<file path="src/rtl/uart_parity_pkg.sv">
// Shared types and helpers for the UART parity engine (TX generator + RX checker).
package uart_parity_pkg;

  localparam int MIN_DATA_LEN = 5;

  typedef enum logic [1:0] {
    EVEN  = 2'd0,
    ODD   = 2'd1,
    MARK  = 2'd2,
    SPACE = 2'd3
  } parity_mode_e;

  typedef enum logic [1:0] {
    IDLE = 2'd0,
    DATA = 2'd1,
    PAR  = 2'd2
  } rx_chk_state_e;

  // acc is the XOR of the data bits; returns the parity bit the line should carry
  function automatic logic parity_calc(input parity_mode_e mode, input logic acc);
    logic r;
    case (mode)
      EVEN:    r = acc;
      ODD:     r = ~acc;
      MARK:    r = 1'b1;
      default: r = 1'b0;
    endcase
    return r;
  endfunction

endpackage

</file>
<file path="src/rtl/uart_parity_rx_chk.sv">
// Serial RX parity checker: accumulates data bits of a frame and compares the parity bit.
module uart_parity_rx_chk
  import uart_parity_pkg::*;
#(
  parameter int LEN_W = 4
) (
  input  logic             clk,
  input  logic             rst_n,
  input  logic             i_parity_en,
  input  logic [1:0]       i_parity_mode,
  input  logic [LEN_W-1:0] i_len_eff,
  input  logic             i_rx_frame_start,
  input  logic             i_rx_bit_valid,
  input  logic             i_rx_bit,
  output logic             o_chk,
  output logic             o_mis,
  output logic             o_parity_err,
  output logic             o_err_valid
);

  rx_chk_state_e r_state, w_state_nxt;
  parity_mode_e  r_mode,  w_mode_nxt;
  logic [LEN_W-1:0] r_len, w_len_nxt;
  logic [LEN_W-1:0] r_cnt, w_cnt_nxt;
  logic             r_acc, w_acc_nxt;
  logic             r_parity_err, r_err_valid;

  always_ff @(posedge clk or negedge rst_n) begin
    if (!rst_n) begin
      r_state      <= IDLE;
      r_mode       <= EVEN;
      r_len        <= '0;
      r_cnt        <= '0;
      r_acc        <= 1'b0;
      r_parity_err <= 1'b0;
      r_err_valid  <= 1'b0;
    end else begin
      r_state     <= w_state_nxt;
      r_mode      <= w_mode_nxt;
      r_len       <= w_len_nxt;
      r_cnt       <= w_cnt_nxt;
      r_acc       <= w_acc_nxt;
      r_err_valid <= o_chk;
      if (o_chk) r_parity_err <= o_mis;
    end
  end

  // Disable beats a start, and a start beats a bit in the same cycle.
  always_comb begin
    w_state_nxt = r_state;
    w_mode_nxt  = r_mode;
    w_len_nxt   = r_len;
    w_cnt_nxt   = r_cnt;
    w_acc_nxt   = r_acc;
    o_chk       = 1'b0;
    if (!i_parity_en) begin
      w_state_nxt = IDLE;
    end else if (i_rx_frame_start) begin
      w_state_nxt = DATA;
      w_mode_nxt  = parity_mode_e'(i_parity_mode);
      w_len_nxt   = i_len_eff;
      w_cnt_nxt   = '0;
      w_acc_nxt   = 1'b0;
    end else if (i_rx_bit_valid) begin
      case (r_state)
        DATA: begin
          w_acc_nxt = r_acc ^ i_rx_bit;
          w_cnt_nxt = r_cnt + 1'b1;
          if (r_cnt == r_len - 1'b1) w_state_nxt = PAR;
        end
        PAR: begin
          o_chk       = 1'b1;
          w_state_nxt = IDLE;
        end
        default: ;
      endcase
    end
  end

  assign o_mis        = i_rx_bit != parity_calc(r_mode, r_acc);
  assign o_parity_err = r_parity_err;
  assign o_err_valid  = r_err_valid;

endmodule

</file>
<file path="src/rtl/uart_parity_engine.sv">
// UART parity unit: clocked TX parity generator, RX parity checker, error counter.
// Optional UART_PARITY_ERR_CNT_EN builds the saturating error counter.
module uart_parity_engine
  import uart_parity_pkg::*;
#(
  parameter int DATA_WIDTH = 8,
  parameter int LEN_W      = $clog2(DATA_WIDTH + 1),
  parameter int ERR_CNT_W  = 8
) (
  input  logic                  clk,
  input  logic                  rst,
  input  logic                  parity_en,
  input  logic [1:0]            parity_mode,
  input  logic [LEN_W-1:0]      data_len,
  input  logic                  data_valid,
  input  logic                  busy,
  input  logic [DATA_WIDTH-1:0] parity_data,
  output logic                  parity_out,
  input  logic                  rx_frame_start,
  input  logic                  rx_bit_valid,
  input  logic                  rx_bit,
  output logic                  parity_err,
  output logic                  err_valid,
  output logic [ERR_CNT_W-1:0]  err_count,
  input  logic                  err_count_clr
);

  localparam logic [LEN_W-1:0] MIN_LEN = LEN_W'(MIN_DATA_LEN);
  localparam logic [LEN_W-1:0] MAX_LEN = LEN_W'(DATA_WIDTH);

  logic [LEN_W-1:0]      w_len_eff;
  logic [DATA_WIDTH-1:0] w_tx_bits;
  logic                  w_tx_cap;
  logic                  w_chk, w_mis;
  logic                  r_parity_out;

  assign w_len_eff = (data_len >= MIN_LEN && data_len <= MAX_LEN) ? data_len : MAX_LEN;

  always_comb begin
    w_tx_bits = '0;
    for (int i = 0; i < DATA_WIDTH; i++)
      w_tx_bits[i] = parity_data[i] & (i < int'(w_len_eff));
  end

  assign w_tx_cap = parity_en && data_valid && !busy;

  always_ff @(posedge clk or negedge rst) begin
    if (!rst)          r_parity_out <= 1'b0;
    else if (w_tx_cap) r_parity_out <= parity_calc(parity_mode_e'(parity_mode), ^w_tx_bits);
  end

  assign parity_out = r_parity_out;

  uart_parity_rx_chk #(.LEN_W(LEN_W)) u_rx_chk (
    .clk              (clk),
    .rst_n            (rst),
    .i_parity_en      (parity_en),
    .i_parity_mode    (parity_mode),
    .i_len_eff        (w_len_eff),
    .i_rx_frame_start (rx_frame_start),
    .i_rx_bit_valid   (rx_bit_valid),
    .i_rx_bit         (rx_bit),
    .o_chk            (w_chk),
    .o_mis            (w_mis),
    .o_parity_err     (parity_err),
    .o_err_valid      (err_valid)
  );

`ifdef UART_PARITY_ERR_CNT_EN
  logic [ERR_CNT_W-1:0] r_err_count;

  // Clear wins over a same-cycle increment; counter sticks at all-ones.
  always_ff @(posedge clk or negedge rst) begin
    if (!rst)                                 r_err_count <= '0;
    else if (err_count_clr)                   r_err_count <= '0;
    else if (w_chk && w_mis && ~&r_err_count) r_err_count <= r_err_count + 1'b1;
  end

  assign err_count = r_err_count;
`else
  logic w_unused_cnt;
  assign w_unused_cnt = err_count_clr ^ w_chk ^ w_mis;
  assign err_count    = '0;
`endif

endmodule

</file>
<file path="config.mk">
export PLATFORM = sky130hd
export DESIGN_NAME = uart_parity_engine
export DESIGN_NICKNAME = d
export VERILOG_FILES = /design/src/rtl/uart_parity_pkg.sv /design/src/rtl/uart_parity_rx_chk.sv /design/src/rtl/uart_parity_engine.sv
export SDC_FILE = /design/constraint.sdc
export NUM_CORES = 1
export LEC_CHECK = 0
export CORE_MARGIN = 5
export CORE_UTILIZATION = 45
export DETAILED_ROUTE_END_ITERATION = 10
export MAX_ROUTING_LAYER = met4
export PLACE_DENSITY = 0.83
export SLEW_MARGIN = 20
export SYNTH_ARGS = -nofsm -noshare
export SYNTH_HDL_FRONTEND = slang
export SYNTH_SLANG_ARGS = --single-unit
</file>
<file path="constraint.sdc">
create_clock -name clk -period 2.4 [get_ports clk]
set_clock_uncertainty 0.15 [all_clocks]
set_input_delay 0.24 -clock clk [delete_from_list [all_inputs] [get_ports clk]]
set_output_delay 0.24 -clock clk [all_outputs]
set_load 0.02 [all_outputs]
</file>
==> summary.txt <==
Global route
  – Pin count of the biggest net entering global routing: 17
  – Vias in the first global route: 753
  – Global route overflow: 0
  – Gr usage total: 0.1271
  – Initial antenna violation count: 0
  – First-pass GRT wire length: 3.208 mm

Clock network
  – Post-CTS Repair Setup Buffers: 0
  – Clock net sink count: 16
  – TritonCTS buffer count: 3
  – PostCTS Resize Cnt: 0
  – Clock slew at reported path FFs: 0.10 ns
  – Root buffer cell: clkbuf_4
  – Clock Latency Late Sink: 0.30 ns
  – CTS tree: built
  – Longest Clk Path Bufs: 2
  – Clock H-tree levels: 1
  – Hold_buf cts: 0

Routing
  – Routed Antenna Nets: 0
  – Drt via density: 5.000
  – Starting DRT DRC Count: 16
  – Vias: 810
  – DRC: 0
  – DRT Pass-1 Iters: 4
  – WL/cell: 12.20 um
  – Routed WL: 1.976 mm

Setup path
  – R2R setup slack: 0.35 ns
  – Critical path launch point type: flip-flop
  – Critical R2R Capture: u_rx_chk.r_state[1]
  – Worst Reg-to-Reg Cells: 7
  – Crit Path Class: reg -> reg
  – Crit path capture type: flip-flop
  – CP Data Required Time: 2.44 ns
  – R2R Path Start: u_rx_chk.r_len[0]
  – Critical path fanouts, max: 4
  – CP arrival: 2.09 ns

STA
  – Final setup viols: 0
  – RSZ-0062 raised after global routing: false
  – Fin crit share: 0.8531
  – Max Freq: 488.4 MHz
  – Fin crit period: 2.048 ns
  – Worst hold slack: 0.2032 ns
  – Max-slew violation count: 0
  – Final WS setup: 0.3525 ns
  – Max-Slew Margin vs Limit: 0.5324
  – Final Hold Fails: 0
  – Worst-Margin Slew: 0.6992 ns
  – Final TNS setup: 0 ns

Die
  – Core ar.: 2191 um2
  – Die width: 57.49 um
  – Num ports: 34
  – Row count: 17
  – Initial Util: 0.4632
  – Die area: 3305 um2
  – Die Span Y: 57.49 um

Min path
  – Hold Path Class: in -> async

Power and ir drop
  – Worst IR Drop VDD: 0.2548 mV
  – PwrDens: 558.8 nW/um2
  – Leak pwr: 0.5694 nW

Cells and area
  – Layout cells sized above 1: 0.05970
  – Util after Layout: 0.5882
  – Antenna cells: 0
  – Synth-to-layout area growth: 27.00%
  – Nets@finish: 162

Flow run
  – Max Cap Viol: 0

Logic synthesis
  – Synth Cell Area: 1015 um2
  – Netlist cell types: 28
  – Seq/Total Area, Yosys: 0.3946
  – Register bit total from synthesis: 16
  – Ys Warns: 0
  – Avg Inst Size Synth: 9.309 um2
  – Syn Inst Count: 109

Place
  – Routability Congestion: 0.7319
  – Dpl ws: 0.2096 ns
  – Buffers on Ports: 24
  – HPWL after DPL: 1.622 mm

Run status
  – Status: complete, no violations
==> metal layers <==
metal | up-vias | global-route usage | part of all wire
met1 | 378 | 0.1470 | 0.43
met5 | - | - | 0
met3 | 5 | 0.02941 | 0.058
met2 | 32 | 0.2065 | 0.49
met4 | 0 | 0.05960 | 0.019
li1 | 395 | - | -
==> synthesized netlist by cell type <==
library cell | number | area, um2
a21oi_1 | 8 | 40.04
clkbuf_1 | 3 | 11.26
nand2_1 | 8 | 30.03
xor2_1 | 3 | 26.28
and2_1 | 1 | 6.260
o41ai_1 | 1 | 8.760
dfrtp_1 | 16 | 400.4
nor2b_1 | 3 | 18.77
nor2_1 | 5 | 18.77
o21ai_0 | 7 | 35.03
nand2b_1 | 1 | 6.260
xnor2_1 | 11 | 96.34
xnor3_1 | 1 | 22.52
mux2_2 | 1 | 11.26
nand3_1 | 5 | 25.02
o31ai_2 | 1 | 12.51
nor3b_1 | 2 | 15.01
xnor2_2 | 1 | 16.27
o22ai_1 | 2 | 12.51
inv_1 | 8 | 30.03
mux2i_1 | 1 | 10.01
nor3_1 | 1 | 5.000
and3_1 | 2 | 12.51
a21o_1 | 1 | 7.510
nand3b_1 | 3 | 22.52
buf_4 | 8 | 60.06
ha_1 | 4 | 50.05
conb_1 | 1 | 3.750
==> report_power, final <==
group	total [mW]	internal, mW	switching [mW]
Sequential	0.322	0.297	0.0252
Clock	0.184	0.0926	0.0914
Combinational	0.214	0.117	0.0971
==> sequential cells by signal (all words and copies together), names as in the netlist <==
name / flops
u_rx_chk.o_err_valid: 1
u_rx_chk.r_acc: 1
parity_out: 1
u_rx_chk.r_cnt: 4
u_rx_chk.r_state: 2
u_rx_chk.r_mode: 2
u_rx_chk.r_len: 4
u_rx_chk.o_parity_err: 1
==> critical path: stages (launching register included) <==
cell,delay [ns]
dfrtp_1,0.41
inv_1,0.06
ha_1,0.30
xnor2_1,0.13
o41ai_1,0.44
nand3b_1,0.17
mux2i_1,0.14
and2_1,0.15
==> worst max-delay path by stage <==
stage | start | end | slack, ns | cells past startpoint
after floorplan | u_rx_chk.r_len[0] | u_rx_chk.r_state[1] | 0.57 | 7
after global placement | parity_data[3] | parity_out | 0.29 | 7
after detailed placement | parity_data[3] | parity_out | 0.21 | 7
after CTS | u_rx_chk.r_len[0] | u_rx_chk.r_state[1] | 0.36 | 7
after global routing | u_rx_chk.r_len[0] | u_rx_chk.r_state[1] | 0.24 | 7
final | u_rx_chk.r_len[0] | u_rx_chk.r_state[1] | 0.35 | 7
==> cell usage in the layout, fill, tap and decap left out, drive strengths merged, types with 4 or more instances in the layout <==
| cell | netlist | routed |
|---|---|---|
| a21oi | 8 | 8 |
| clkbuf | 3 | 4 |
| clkdlybuf4s50 | 0 | 24 |
| conb | 1 | 8 |
| dfrtp | 16 | 16 |
| ha | 4 | 4 |
| inv | 8 | 8 |
| nand2 | 8 | 8 |
| nand3 | 5 | 5 |
| nor2 | 5 | 5 |
| o21ai | 7 | 7 |
| xnor2 | 12 | 12 |
==> stage by stage <==
step	instances	total power, mW	cell area (um2)
floorplan	116	0.4736	1041
global placement	158	0.5331	1252
detailed placement	158	0.5431	1252
CTS	162	0.7263	1289
global route	162	0.7574	1289
finish	162	0.7202	1289
==> cells by family after synthesis <==
kind of cell / synth area share
AO/OA/AOI/OAI: 0.1147
XOR/XNOR: 0.1591
adder cells (fa/ha/maj): 0.04932
buffers and inverters: 0.09988
flip-flops: 0.3946
multiplexers: 0.02096
other: 0.003696
AND/OR/NAND/NOR: 0.1578
==> cell type report <==
type	instances	area, um2
Inverter	8	30.03
Tap cell	28	35.03
Timing Repair Buffer	25	247.7
Clock buffer	4	36.28
Fill cell	203	902.1
Multi-Input combinational cell	81	539.3
Sequential cell	16	400.4
No activity file was read; power rests on OpenSTA's default activity.
